`src/rtl/code_lock_pkg.sv`:
```
// Shared definitions for the parametrised code lock: state encoding and code-width helper.
package code_lock_pkg;

  localparam logic [2:0] ST_IDLE    = 3'd0;
  localparam logic [2:0] ST_ENTRY   = 3'd1;
  localparam logic [2:0] ST_OPEN    = 3'd2;
  localparam logic [2:0] ST_PROG    = 3'd3;
  localparam logic [2:0] ST_LOCKOUT = 3'd4;

  typedef enum logic [2:0] {
    S_IDLE    = ST_IDLE,
    S_ENTRY   = ST_ENTRY,
    S_OPEN    = ST_OPEN,
    S_PROG    = ST_PROG,
    S_LOCKOUT = ST_LOCKOUT
  } state_t;

  // CODE_W = CODE_LEN * DIGIT_W
  function automatic int code_w(input int code_len, input int digit_w);
    return code_len * digit_w;
  endfunction

endpackage

```
`src/rtl/lockout_timer.sv`:
```
// Loadable down-counter; expired is high while the count sits at zero.
module lockout_timer #(
  parameter int               WIDTH = 4,
  parameter logic [WIDTH-1:0] LOAD  = '1
) (
  input  logic clk,
  input  logic rst,
  input  logic load,
  input  logic en,
  output logic expired
);

  logic [WIDTH-1:0] cnt;

  always_ff @(posedge clk or posedge rst) begin
    if (rst) begin
      cnt <= '0;
    end else if (load) begin
      cnt <= LOAD;
    end else if (en && (cnt != '0)) begin
      cnt <= cnt - 1'b1;
    end
  end

  assign expired = (cnt == '0);

endmodule

```
`src/rtl/code_lock_param.sv`:
```
// Parametrised keypad code lock with attempt limit, timed lockout and in-field reprogramming.
module code_lock_param
  import code_lock_pkg::*;
#(
  parameter int                          DIGIT_W      = 4,
  parameter int                          CODE_LEN     = 4,
  parameter int                          MAX_TRIES    = 3,
  parameter int                          LOCKOUT_CYC  = 16,
  parameter logic [CODE_LEN*DIGIT_W-1:0] DEFAULT_CODE = 16'hBFDC
) (
  input  logic                             clk,
  input  logic                             reset,
  input  logic                             start,
  input  logic                             digit_valid,
  input  logic [DIGIT_W-1:0]               digit,
  input  logic                             prog_en,
  output logic                             unlocked,
  output logic                             buzzer,
  output logic                             locked_out,
  output logic [$clog2(MAX_TRIES+1)-1:0]   fail_count,
  output logic [$clog2(CODE_LEN+1)-1:0]    digit_idx
);

  localparam int CODE_W = code_w(CODE_LEN, DIGIT_W);
  localparam int FW     = $clog2(MAX_TRIES + 1);
  localparam int IW     = $clog2(CODE_LEN + 1);
  localparam int TW     = $clog2(LOCKOUT_CYC);

  localparam logic [TW-1:0] T_LOAD    = TW'(LOCKOUT_CYC - 1);
  localparam logic [FW-1:0] TRIES_MAX = FW'(MAX_TRIES);
  localparam logic [IW-1:0] LAST_IDX  = IW'(CODE_LEN - 1);
  localparam logic [IW-1:0] IDX_FULL  = IW'(CODE_LEN);

  state_t              state;
  logic [CODE_W-1:0]   code_q;
  logic [CODE_W-1:0]   stage_q;
  logic [CODE_W-1:0]   stage_nxt;
  logic                mis_q;
  logic [DIGIT_W-1:0]  slot;
  logic                mis_now;
  logic                last_dig;
  logic [FW-1:0]       fail_inc;
  logic                timer_load;
  logic                timer_en;
  logic                timer_exp;

  // Digit slot 0 is the most significant slice of the code word.
  always_comb begin
    slot      = '0;
    stage_nxt = stage_q;
    for (int i = 0; i < CODE_LEN; i++) begin
      if (digit_idx == IW'(i)) begin
        slot = code_q[(CODE_LEN-1-i)*DIGIT_W +: DIGIT_W];
        stage_nxt[(CODE_LEN-1-i)*DIGIT_W +: DIGIT_W] = digit;
      end
    end
    mis_now    = mis_q | (digit != slot);
    last_dig   = (digit_idx == LAST_IDX);
    fail_inc   = (fail_count == TRIES_MAX) ? fail_count : fail_count + 1'b1;
    timer_load = (state == S_ENTRY) && !start && digit_valid && last_dig &&
                 mis_now && (fail_inc == TRIES_MAX);
    timer_en   = (state == S_LOCKOUT);
  end

  lockout_timer #(
    .WIDTH (TW),
    .LOAD  (T_LOAD)
  ) u_timer (
    .clk     (clk),
    .rst     (reset),
    .load    (timer_load),
    .en      (timer_en),
    .expired (timer_exp)
  );

  // digit_idx shows CODE_LEN for the single cycle after a full pass, then clears in the next state.
  always_ff @(posedge clk or posedge reset) begin
    if (reset) begin
      state      <= S_IDLE;
      code_q     <= DEFAULT_CODE;
      stage_q    <= '0;
      mis_q      <= 1'b0;
      unlocked   <= 1'b0;
      buzzer     <= 1'b0;
      locked_out <= 1'b0;
      fail_count <= '0;
      digit_idx  <= '0;
    end else begin
      case (state)
        S_IDLE: begin
          buzzer    <= 1'b0;
          digit_idx <= '0;
          if (start) begin
            state <= S_ENTRY;
            mis_q <= 1'b0;
          end
        end
        S_ENTRY: begin
          if (start) begin
            digit_idx <= '0;
            mis_q     <= 1'b0;
          end else if (digit_valid) begin
            if (last_dig) begin
              digit_idx <= IDX_FULL;
              mis_q     <= 1'b0;
              if (!mis_now) begin
                state      <= S_OPEN;
                unlocked   <= 1'b1;
                fail_count <= '0;
              end else begin
                fail_count <= fail_inc;
                buzzer     <= 1'b1;
                if (fail_inc == TRIES_MAX) begin
                  state      <= S_LOCKOUT;
                  locked_out <= 1'b1;
                end else begin
                  state <= S_IDLE;
                end
              end
            end else begin
              digit_idx <= digit_idx + 1'b1;
              mis_q     <= mis_now;
            end
          end
        end
        S_OPEN: begin
          digit_idx <= '0;
          if (start) begin
            state    <= S_IDLE;
            unlocked <= 1'b0;
          end else if (prog_en) begin
            state    <= S_PROG;
            unlocked <= 1'b0;
          end
        end
        S_PROG: begin
          if (start) begin
            state     <= S_IDLE;
            digit_idx <= '0;
          end else if (digit_valid) begin
            stage_q <= stage_nxt;
            if (last_dig) begin
              code_q    <= stage_nxt;
              state     <= S_OPEN;
              unlocked  <= 1'b1;
              digit_idx <= IDX_FULL;
            end else begin
              digit_idx <= digit_idx + 1'b1;
            end
          end
        end
        S_LOCKOUT: begin
          digit_idx <= '0;
          if (timer_exp) begin
            state      <= S_IDLE;
            locked_out <= 1'b0;
            buzzer     <= 1'b0;
            fail_count <= '0;
          end
        end
        default: state <= S_IDLE;
      endcase
    end
  end

endmodule

```
`config.mk`:
```
export PLATFORM = sky130hd
export DESIGN_NAME = code_lock_param
export DESIGN_NICKNAME = d
export VERILOG_FILES = /design/src/rtl/code_lock_pkg.sv /design/src/rtl/lockout_timer.sv /design/src/rtl/code_lock_param.sv
export SDC_FILE = /design/constraint.sdc
export NUM_CORES = 1
export LEC_CHECK = 0
export CAP_MARGIN = 40
export CORE_MARGIN = 2
export CORE_UTILIZATION = 50
export CTS_CLUSTER_SIZE = 30
export DETAILED_ROUTE_END_ITERATION = 7
export PLACE_DENSITY = 0.7
export RECOVER_POWER = 100
export SYNTH_ARGS = -nofsm -noshare
export SYNTH_HDL_FRONTEND = slang
export SYNTH_SLANG_ARGS = --single-unit
export TNS_END_PERCENT = 50
```
`constraint.sdc`:
```
create_clock -name clk -period 2.7 [get_ports clk]
set_input_delay 0.405 -clock clk [delete_from_list [all_inputs] [get_ports clk]]
set_output_delay 0.405 -clock clk [all_outputs]
set_load 0.01 [all_outputs]
```
==> impl_metrics.yaml <==
status:
  status: "finished, final reports clean"
synthesis:
  synth_cell_type_count: 42
  synth_nets: 259
  synth_seq_cells: 44
  netlist_instances: 244
  yosysSeqAreaShare_pct: 47.0
  synth-main-ff-cell: "dfrtp_1"
  synth-edff-count: 0
  syn_area_um2: 2370
  synth_area_per_cell_um2: 9.73
  synth_async_sr_flop_share_pct: 100
  yosysWarnings: 0
grt:
  grt_usage_pct: 20.6
  grt_max_degree: 29
  met3_usage_pct: 4.14
  grtUsageMet2_pct: 30.7
  grt_pass1_vias: 1676
  grt_use_met1_pct: 30.6
  grt_overflow: 0
  grt_pass1_wl_um: 8340
  grt_busiest_layer: "met2"
  antenna_found_initial: 0
timing:
  finalMaxSlewViolations: 0
  slew_headroom_pct: 29.8
  min_period_ns: 2.37
  max_freq_ghz: 0.421
  final-hold-violation-count: 0
  worst_slew_pin_slew_ns: 1.05
  fin_skew_ns: 0.00544
  hold_slack_ns: 0.439
  rsz0062_at_grt: "no"
  fin_crit_sh_pct: 87.9
  finalSetupViolCount: 0
  fin_setup_tns_ns: 0
placed_design:
  post-dp-hpwl_um: 3520
  place.gp.congestion: 0.813
  io_buffers: 16
power:
  swShare_pct: 25.7
  power.total_w: 0.00144
  peakVddDrop_mv: 0.251
  clkPwrFrac_pct: 34.9
  p_leak_nw: 1.15
  p_switching_w: 0.000369
  pwr-share-comb_pct: 15.3
  p_int_w: 0.00107
  powerDensity_nw_per_um2: 530
  sequentialPowerShare_pct: 49.8
setup_path:
  crit_fanout: 10
  crit_type: "flip-flop to flip-flop"
  endpoint_kind: "flip-flop"
  required_ns: 2.89
  crit_path_start_kind: "flip-flop"
  rr_worst_depth: 7
  rrSetupSlack_ns: 0.33
  worstPathArrival_ns: 2.56
layout:
  final_nets: 276
  area_growth_syn_to_layout_pct: 14.2
  layout-drive-gt1-share_pct: 17.9
  n_antenna_cell: 0
  nFillCells: 413
clocking:
  path_clk_slew_ns: 0.08
  cts_buffers: 5
  hold_buffers: 0
  cts_buffer_depth: 2
  cts_sinks: 44
  clk_latency_ns: 0.30
  cts_setup_buffers: 0
  root_buffer: "clkbuf_8"
  htree_levels: 2
  cts_tree: "yes"
route:
  final_antenna_net_count: 0
  drc: 0
  wire_per_inst_um: 15.0
  drt_first_pass_iters: 4
  vias: 1762
  dr.first_iter.drc_count: 128
  viasPerCell: 5.58
  drt_wl_total_um: 4730
floorplan:
  core_um2: 4660
  ios: 17
  die_x_um: 72.9
  rows: 25
  fp.dieH_um: 72.9
  die-area_um2: 5320
  start_util_pct: 51.0
flow_run:
  maxCapViolations: 0
worst_hold_path:
  hp-class: "primary input to asynchronous set/reset pin"
-- layout make-up --
| class | instances | area [um2] | area share (%) |
|---|---|---|---|
| Inverter | 15 | 56.3 | 2.08 |
| Sequential cell | 44 | 1120 | 41.2 |
| Clock inverter | 3 | 42.5 | 1.57 |
| Tap cell | 54 | 67.6 | 2.49 |
| Timing Repair Buffer | 27 | 225 | 8.31 |
| Clock buffer | 5 | 68.8 | 2.54 |
| Multi-Input combinational cell | 168 | 1130 | 41.9 |
-- through the flow --
step,worst slack (ns),instances,instance area (um2),util [%]
after floorplan,0.469,244,2370,-
after global placement,0.305,307,2610,56.0
after detailed placement,0.268,308,2640,56.6
after CTS,0.253,316,2750,59.0
after global routing,0.0428,316,2710,58.2
final,0.326,316,2710,58.2
-- worst max-delay path, stage by stage, from the launching register on --
cell,delay [ns]
dfrtp_1,0.41
inv_1,0.10
ha_1,0.31
a21oi_1,0.21
mux2_2,0.37
a221oi_2,0.37
o21ai_1,0.21
a32o_1,0.28
-- cell usage in the layout, fill, tap and decap left out, types with 5 or more instances in the layout --
cell type	n
nor2_1	11
dfrtp_1	32
mux2_2	15
clkdlybuf4s50_1	6
clkbuf_8	5
a21oi_1	12
nand3_1	5
nand2_1	38
nor2b_1	6
dlygate4sd3_1	10
dfstp_2	12
inv_1	14
ha_1	6
mux2i_1	13
buf_4	6
o21ai_0	19
-- cells in the mapped netlist, types with 2 or more instances --
cell type,n,area share (%)
mux2_2,15,7.1
a41oi_1,2,0.74
a21oi_1,12,2.5
nand4_1,2,0.53
a21o_1,2,0.63
nor3_1,2,0.42
nand3_1,5,1.1
clkbuf_1,14,2.2
nor2b_1,6,1.6
xor2_1,2,0.74
nand4b_1,3,1.1
a32o_1,2,0.84
mux2i_1,13,5.5
nor2_1,11,1.7
inv_1,15,2.4
a211oi_1,2,0.63
dfstp_2,12,13
buf_2,3,0.63
nand3b_1,4,1.3
dfrtp_1,32,34
o21ai_0,19,4.0
nand2_1,38,6.0
ha_1,6,3.2
xnor2_1,4,1.5
-- power groups by stage --
stage | combinational (W) | clock (W) | sequential (W)
after global placement | 0.000227 | 0 | 0.000728
after detailed placement | 0.000235 | 0 | 0.000728
after floorplan | 0.000141 | 0 | 0.000729
final | 0.000220 | 0.000502 | 0.000716
after CTS | 0.000236 | 0.000517 | 0.000716
after global routing | 0.000249 | 0.000542 | 0.000721
-- registers in the layout, summed over array words and instances, names as in the netlist --
signal,cells
locked_out,1
unlocked,1
buzzer,1
fail_count,2
code_q,16
u_timer.cnt,4
digit_idx,3
stage_q,12
mis_q,1
state,3
-- layer usage --
layer,vias to the layer above,part of all wire (%),wire [um]
met1,840,51,2430
met4,0,1.1,51
met2,31,44,2100
met5,-,0,0
li1,885,-,-
met3,6,3.1,149
-- final timing paths --
path                         startpoint       endpoint
max                        digit_idx[0]  fail_count[0]
min reg2reg                   code_q[2]      code_q[2]
min in group clk              code_q[2]      code_q[2]
max in group asynchronous         reset      code_q[6]
min                               reset       state[2]
max reg2reg                digit_idx[0]  fail_count[0]
-- repair_timing --
action | CTS | global route
hold endpoints to repair | 0 | 0
gates resized for setup | 0 | 1
setup endpoints to repair | 0 | 2
-- cells by family (layout without fill, tap and decap cells) --
| logic type | after synthesis | after routing | share of synthesized area (%) |
|---|---|---|---|
| adders and majority gates | 6 | 6 | 3.16 |
| xor gates and xnor gates | 6 | 6 | 2.21 |
| muxes | 28 | 28 | 12.6 |
| buffers and inverters | 32 | 50 | 5.22 |
| AOI/OAI and AO/OA | 51 | 51 | 14.2 |
| DFF | 44 | 44 | 47.0 |
| and+or+nand+nor | 77 | 77 | 15.6 |
No activity file was read; power rests on OpenSTA's default activity.
